`config.mk`:
```
export PLATFORM = sky130hd
export DESIGN_NAME = yarp_dmem_ctrl
export DESIGN_NICKNAME = d
export VERILOG_FILES = /design/src/rtl/yarp_dmem_ctrl.sv
export SDC_FILE = /design/constraint.sdc
export NUM_CORES = 1
export LEC_CHECK = 0
export BUFFER_PORTS_ARGS = -buffer_cell sky130_fd_sc_hd__buf_2
export CORE_MARGIN = 2
export CORE_UTILIZATION = 37
export DETAILED_ROUTE_END_ITERATION = 12
export PLACE_DENSITY = 0.72
export SETUP_SLACK_MARGIN = 0.1
export SKIP_LAST_GASP = 1
export SLEW_MARGIN = 20
export SYNTH_ARGS = -nofsm -noshare
export SYNTH_HDL_FRONTEND = slang
export SYNTH_SLANG_ARGS = --single-unit
```
`constraint.sdc`:
```
create_clock -name clk -period 4.45 [get_ports clk]
set_clock_uncertainty 0.05 [all_clocks]
set_input_delay 0.2225 -clock clk [delete_from_list [all_inputs] [get_ports clk]]
set_output_delay 0.2225 -clock clk [all_outputs]
set_load 0.02 [all_outputs]
```
`src/rtl/yarp_dmem_ctrl.sv`:
```
// Data-memory controller between the core load/store port and a single-port SRAM.
// Latency: aligned access ready 2+WAIT_CYCLES cycles after acceptance, misaligned 1.
// Backpressure: one request in flight; req_i is ignored outside IDLE, held by core until ready_o.
module yarp_dmem_ctrl #(
  parameter int DEPTH       = 1024,
  parameter int WAIT_CYCLES = 1
) (
  input  logic                     clk,
  input  logic                     reset,
  input  logic                     req_i,
  input  logic [31:0]              addr_i,
  input  logic [1:0]               byte_en_i,
  input  logic                     wr_i,
  input  logic [31:0]              wr_data_i,
  output logic                     ready_o,
  output logic [31:0]              rd_data_o,
  output logic                     err_o,
  output logic                     sram_cs_o,
  output logic                     sram_we_o,
  output logic [$clog2(DEPTH)-1:0] sram_addr_o,
  output logic [3:0]               sram_wmask_o,
  output logic [31:0]              sram_wdata_o,
  input  logic [31:0]              sram_rdata_i
);

  localparam int AW = $clog2(DEPTH);

  // access-size encodings on byte_en_i; 2'b10 is reserved and always errors
  localparam logic [1:0] BE_BYTE = 2'b00;
  localparam logic [1:0] BE_HALF = 2'b01;
  localparam logic [1:0] BE_WORD = 2'b11;

  // the wait counter runs from WAIT_CYCLES-1 down to 0 inclusive
  localparam logic [3:0] WAIT_INIT = 4'(WAIT_CYCLES - 1);

  typedef enum logic [1:0] {
    ST_IDLE   = 2'd0,
    ST_ACCESS = 2'd1,
    ST_WAIT   = 2'd2,
    ST_RESP   = 2'd3
  } state_t;

  state_t state;
  state_t state_nxt;

  // captured request; only the address bits that reach the SRAM are kept
  logic [AW+1:0] addr_q;
  logic [1:0]    be_q;
  logic          wr_q;
  logic [31:0]   wdata_q;

  logic [3:0]    cnt;
  logic [31:0]   rd_data_q;
  logic          err_q;

  logic          accept;
  logic          misaligned_in;
  logic          rd_capture;
  logic [3:0]    lane_mask;
  logic [31:0]   lane_wdata;
  logic [31:0]   rd_shifted;

  // address bits above the SRAM word index wrap and are deliberately dropped
  logic          unused_addr_hi;
  assign unused_addr_hi = ^addr_i[31:AW+2];

  assign accept     = (state == ST_IDLE) && req_i;
  assign rd_capture = (state == ST_WAIT) && (cnt == 4'd0);

  // Alignment is judged on the live request because the branch to RESP is taken at acceptance
  always_comb begin
    misaligned_in = 1'b0;
    case (byte_en_i)
      BE_BYTE: misaligned_in = 1'b0;
      BE_HALF: misaligned_in = addr_i[0];
      BE_WORD: misaligned_in = (addr_i[1:0] != 2'b00);
      default: misaligned_in = 1'b1;
    endcase
  end

  // Byte-lane mask for the captured access size and offset
  always_comb begin
    lane_mask = 4'b0000;
    case (be_q)
      BE_BYTE: lane_mask = 4'b0001 << addr_q[1:0];
      BE_HALF: lane_mask = addr_q[1] ? 4'b1100 : 4'b0011;
      BE_WORD: lane_mask = 4'b1111;
      default: lane_mask = 4'b0000;
    endcase
  end

  // Replicate store data across lanes so the mask alone selects the target bytes
  always_comb begin
    lane_wdata = wdata_q;
    case (be_q)
      BE_BYTE: lane_wdata = {4{wdata_q[7:0]}};
      BE_HALF: lane_wdata = {2{wdata_q[15:0]}};
      default: lane_wdata = wdata_q;
    endcase
  end

  // Right-justify the addressed lane; upper bits keep the raw neighbouring lanes
  assign rd_shifted = sram_rdata_i >> {addr_q[1:0], 3'b000};

  // State register
  always_ff @(posedge clk or posedge reset) begin
    if (reset) begin
      state <= ST_IDLE;
    end else begin
      state <= state_nxt;
    end
  end

  // Next-state logic
  always_comb begin
    state_nxt = state;
    case (state)
      ST_IDLE: begin
        if (req_i) begin
          state_nxt = misaligned_in ? ST_RESP : ST_ACCESS;
        end
      end
      ST_ACCESS: state_nxt = ST_WAIT;
      ST_WAIT: begin
        if (cnt == 4'd0) begin
          state_nxt = ST_RESP;
        end
      end
      ST_RESP: state_nxt = ST_IDLE;
      default: state_nxt = ST_IDLE;
    endcase
  end

  // Per-state outputs; the SRAM sees a strobe only during ACCESS
  always_comb begin
    ready_o      = 1'b0;
    sram_cs_o    = 1'b0;
    sram_we_o    = 1'b0;
    sram_wmask_o = 4'b0000;
    case (state)
      ST_ACCESS: begin
        sram_cs_o    = 1'b1;
        sram_we_o    = wr_q;
        sram_wmask_o = lane_mask;
      end
      ST_RESP: ready_o = 1'b1;
      default: ;
    endcase
  end

  // Capture the request fields at acceptance
  always_ff @(posedge clk or posedge reset) begin
    if (reset) begin
      addr_q  <= '0;
      be_q    <= 2'b00;
      wr_q    <= 1'b0;
      wdata_q <= 32'd0;
    end else if (accept) begin
      addr_q  <= addr_i[AW+1:0];
      be_q    <= byte_en_i;
      wr_q    <= wr_i;
      wdata_q <= wr_data_i;
    end
  end

  // Wait counter: armed in ACCESS, counts down through WAIT
  always_ff @(posedge clk or posedge reset) begin
    if (reset) begin
      cnt <= 4'd0;
    end else if (state == ST_ACCESS) begin
      cnt <= WAIT_INIT;
    end else if ((state == ST_WAIT) && (cnt != 4'd0)) begin
      cnt <= cnt - 4'd1;
    end
  end

  // Response registers are only rewritten on the way into RESP so they hold between responses
  always_ff @(posedge clk or posedge reset) begin
    if (reset) begin
      rd_data_q <= 32'd0;
      err_q     <= 1'b0;
    end else if (accept && misaligned_in) begin
      rd_data_q <= 32'd0;
      err_q     <= 1'b1;
    end else if (rd_capture) begin
      rd_data_q <= wr_q ? 32'd0 : rd_shifted;
      err_q     <= 1'b0;
    end
  end

  assign rd_data_o    = rd_data_q;
  assign err_o        = err_q;
  assign sram_addr_o  = addr_q[AW+1:2];
  assign sram_wdata_o = lane_wdata;

endmodule

```
==> reports/metrics.csv <==
metric;value;unit
outcome;finished, final reports clean;
ys_seq_elements;86;
ios;184;
dpl.cell_count;667;
slowest_delay;0.78;ns
dieWidth;113;µm
timing.rr.end;rd_data_o[17];
final_cell_mix;163 x buf_2, 86 x dfrtp_1, 63 x mux2_2;
start_kind;flip-flop;
yosysWarnings;0;
r2r-start;state[0];
root_buffer;clkbuf_16;
n_fill_cell;1084;
syn_avg_cell_area;11.1;µm²
viasPerCell;5.23;
power.leakage;0.00279;µW
worstPathArrival;2.44;ns
clkTransAtPathRegs;0.07;ns
cts.sinks;86;
gr-total-overflow;0;
pre_cts_ws;1.93;ns
syn_area;4430;µm²
p_per_area;847;nW/µm²
syn_to_final_growth;25.1;%
cts_buffers;9;
final_cells;684;
port-buffer-count;163;
cp_cell_sequence;nor2_1, mux2_2, buf_2;
crit_family;simple AND/OR/NAND/NOR gates;
ant_nets;0;
crit_start;be_q[1];
worst-path-buf-inv;1;
grtUsageTotal;18.1;%
tightest_slew;1.07;ns
synth_top_area_share;48.5;%
fp.dieH;113;µm
final.setup.tns;0;ns
drc_errors;0;
htreeDepth;3;
slew_viol_final;0;
setup_viol;0;
mostFrequentLayoutCell;buf_2;
die_area;12900;µm²
ys_seq_area_share;48.5;%
synth_area_leader_cell;dfrtp_1;
cts_tree;done;
clock_latency;0.33;ns
core-area;11600;µm²
synthTopCellsByArea;dfrtp_1 49%, mux2_2 16%, mux2i_1 7.2%, nor2_1 4.5%, buf_4 3.4%;
clk_path_buf_depth;2;
max_freq;0.369;GHz
drive_gt1_share;47.0;%
rsz0062_at_grt;false;
worstSetupPathDepth;3;
synth_nets;510;
grt_start_max_net_pins;49;
max-vdd-ir-drop;490;µV
n_antenna_cell;0;
critPathKind;flip-flop to primary output;
cts_resized;0;
post-route-min-period;2.71;ns
holdWs;0.0681;ns
drv_cap;0;
gp_congestion;0.861;
finalHoldViolCount;0;
required;4.18;ns
start_util;38.3;%
wirelength;11.5;mm
vias;3577;
drt_iter0_markers;226;
final_nets;645;
antenna_found_initial;0;
syn_inst;401;
ys_types;34;
rr_worst_depth;7;
endpoint_kind;primary output;
regToRegSetupSlack;1.93;ns
fin_crit_sh;61.0;%
crit_fanout;30;
grt_pass1_wl;18.4;mm
hp-class;primary input to flip-flop;
critPathSlowestCell;nor2_1;
setup_ws;1.74;ns
slew_headroom;28.4;%
rows;39;
firstDrtPassIters;4;
wl_per_cell;16.8;µm
setup.worst_path.end;sram_wdata_o[10];
dp.final_hpwl;8.37;mm
grt_pass1_vias;3678;
[sequential cells by signal (all words and copies together), names as in the netlist]
register,cells
addr_q,12
be_q,2
cnt,4
err_o,1
rd_data_o,32
state,2
wdata_q,32
wr_q,1
[area by class of cell]
cell class / instances / area, µm² / share of cell area [%]
Clock buffer: 12 / 256 / 4.62
Clock inverter: 4 / 77.6 / 1.40
Inverter: 8 / 31.3 / 0.564
Multi-Input combinational cell: 263 / 2000 / 36.0
Sequential cell: 86 / 2150 / 38.8
Tap cell: 143 / 179 / 3.23
Timing Repair Buffer: 168 / 856 / 15.4
[worst reg2reg max path, stage by stage (launching register included)]
cell       delay, ns
dfrtp_1         0.41
inv_1           0.12
ha_1            0.28
nand4bb_1       0.68
buf_4           0.50
nor3_1          0.25
a21oi_1         0.07
nor2_1          0.09
[per-stage QoR]
stage / area, µm² / total power [µW] / util, %
after global routing: 5550 / 5010 / 48.0
after global placement: 5200 / 3820 / 45.0
final: 5550 / 4700 / 48.0
after floorplan: 4430 / 3270 / -
after detailed placement: 5200 / 3900 / 45.0
after CTS: 5540 / 4750 / 47.9
[Yosys cell counts]
master / number
o32a_1: 1
nor2b_1: 1
a21o_1: 1
a21oi_1: 10
nand3_1: 2
or3b_4: 1
ha_1: 7
mux2i_1: 32
nand3b_1: 7
xor2_1: 2
buf_4: 20
nor3_4: 1
buf_2: 15
inv_1: 8
nor2_2: 2
nand2_1: 10
mux2_1: 1
a22oi_1: 17
clkbuf_1: 8
nor3_1: 17
nand4bb_1: 1
a211oi_1: 1
and2_4: 1
o21ai_0: 17
buf_6: 1
or2_0: 1
and2_1: 1
o22ai_1: 9
dfrtp_1: 86
xnor2_1: 1
nor2_4: 1
nor2_1: 53
mux2_2: 63
nand2b_1: 2
[routing by layer]
| metal | global-route usage (%) | up-vias | share of wire, % | wire length [µm] |
|---|---|---|---|---|
| met3 | 5.90 | 14 | 9.1 | 1050 |
| li1 | - | 1653 | - | - |
| met5 | 0 | - | 0 | 0 |
| met1 | 22.9 | 1740 | 43 | 4940 |
| met2 | 29.4 | 170 | 46 | 5340 |
| met4 | 5.93 | 0 | 1.3 | 153 |
[worst min-delay path by stage]
| stage | start | end | cells after the start |
|---|---|---|---|
| 4_1_cts | wr_data_i[23] | wdata_q[23] | 2 |
| 3_3_place_gp | reset | addr_q[6] | 2 |
| 5_1_grt | addr_i[10] | addr_q[10] | 2 |
| 3_5_place_dp | reset | addr_q[5] | 2 |
| 2_1_floorplan | addr_i[11] | addr_q[11] | 1 |
| 6_report | wr_data_i[0] | wdata_q[0] | 2 |
[cell families after synthesis]
family          synth area share, %
compound gates                 7.76
buf+inv                        6.69
xor+xnor                      0.593
fa+ha+maj                      1.98
flops                          48.5
simple gates                   11.0
mux                            23.5
[where the power goes]
group | leakage (µW) | switching, µW | total [µW] | internal [µW]
sequential | 0.00107 | 329 | 1490 | 1160
clock | 0.000163 | 307 | 833 | 526
combinational | 0.00156 | 1400 | 2380 | 974
total | 0.00279 | 2040 | 4700 | 2660
[timing repair]
action / 4_1_cts / 5_1_grt
endpoints found under the setup margin: 0 / 0
hold buffers: 1 / 0
setup buffers: 0 / 0
endpoints found under the hold margin: 47 / 0
Note: power is estimated with default switching activity, not from simulation.
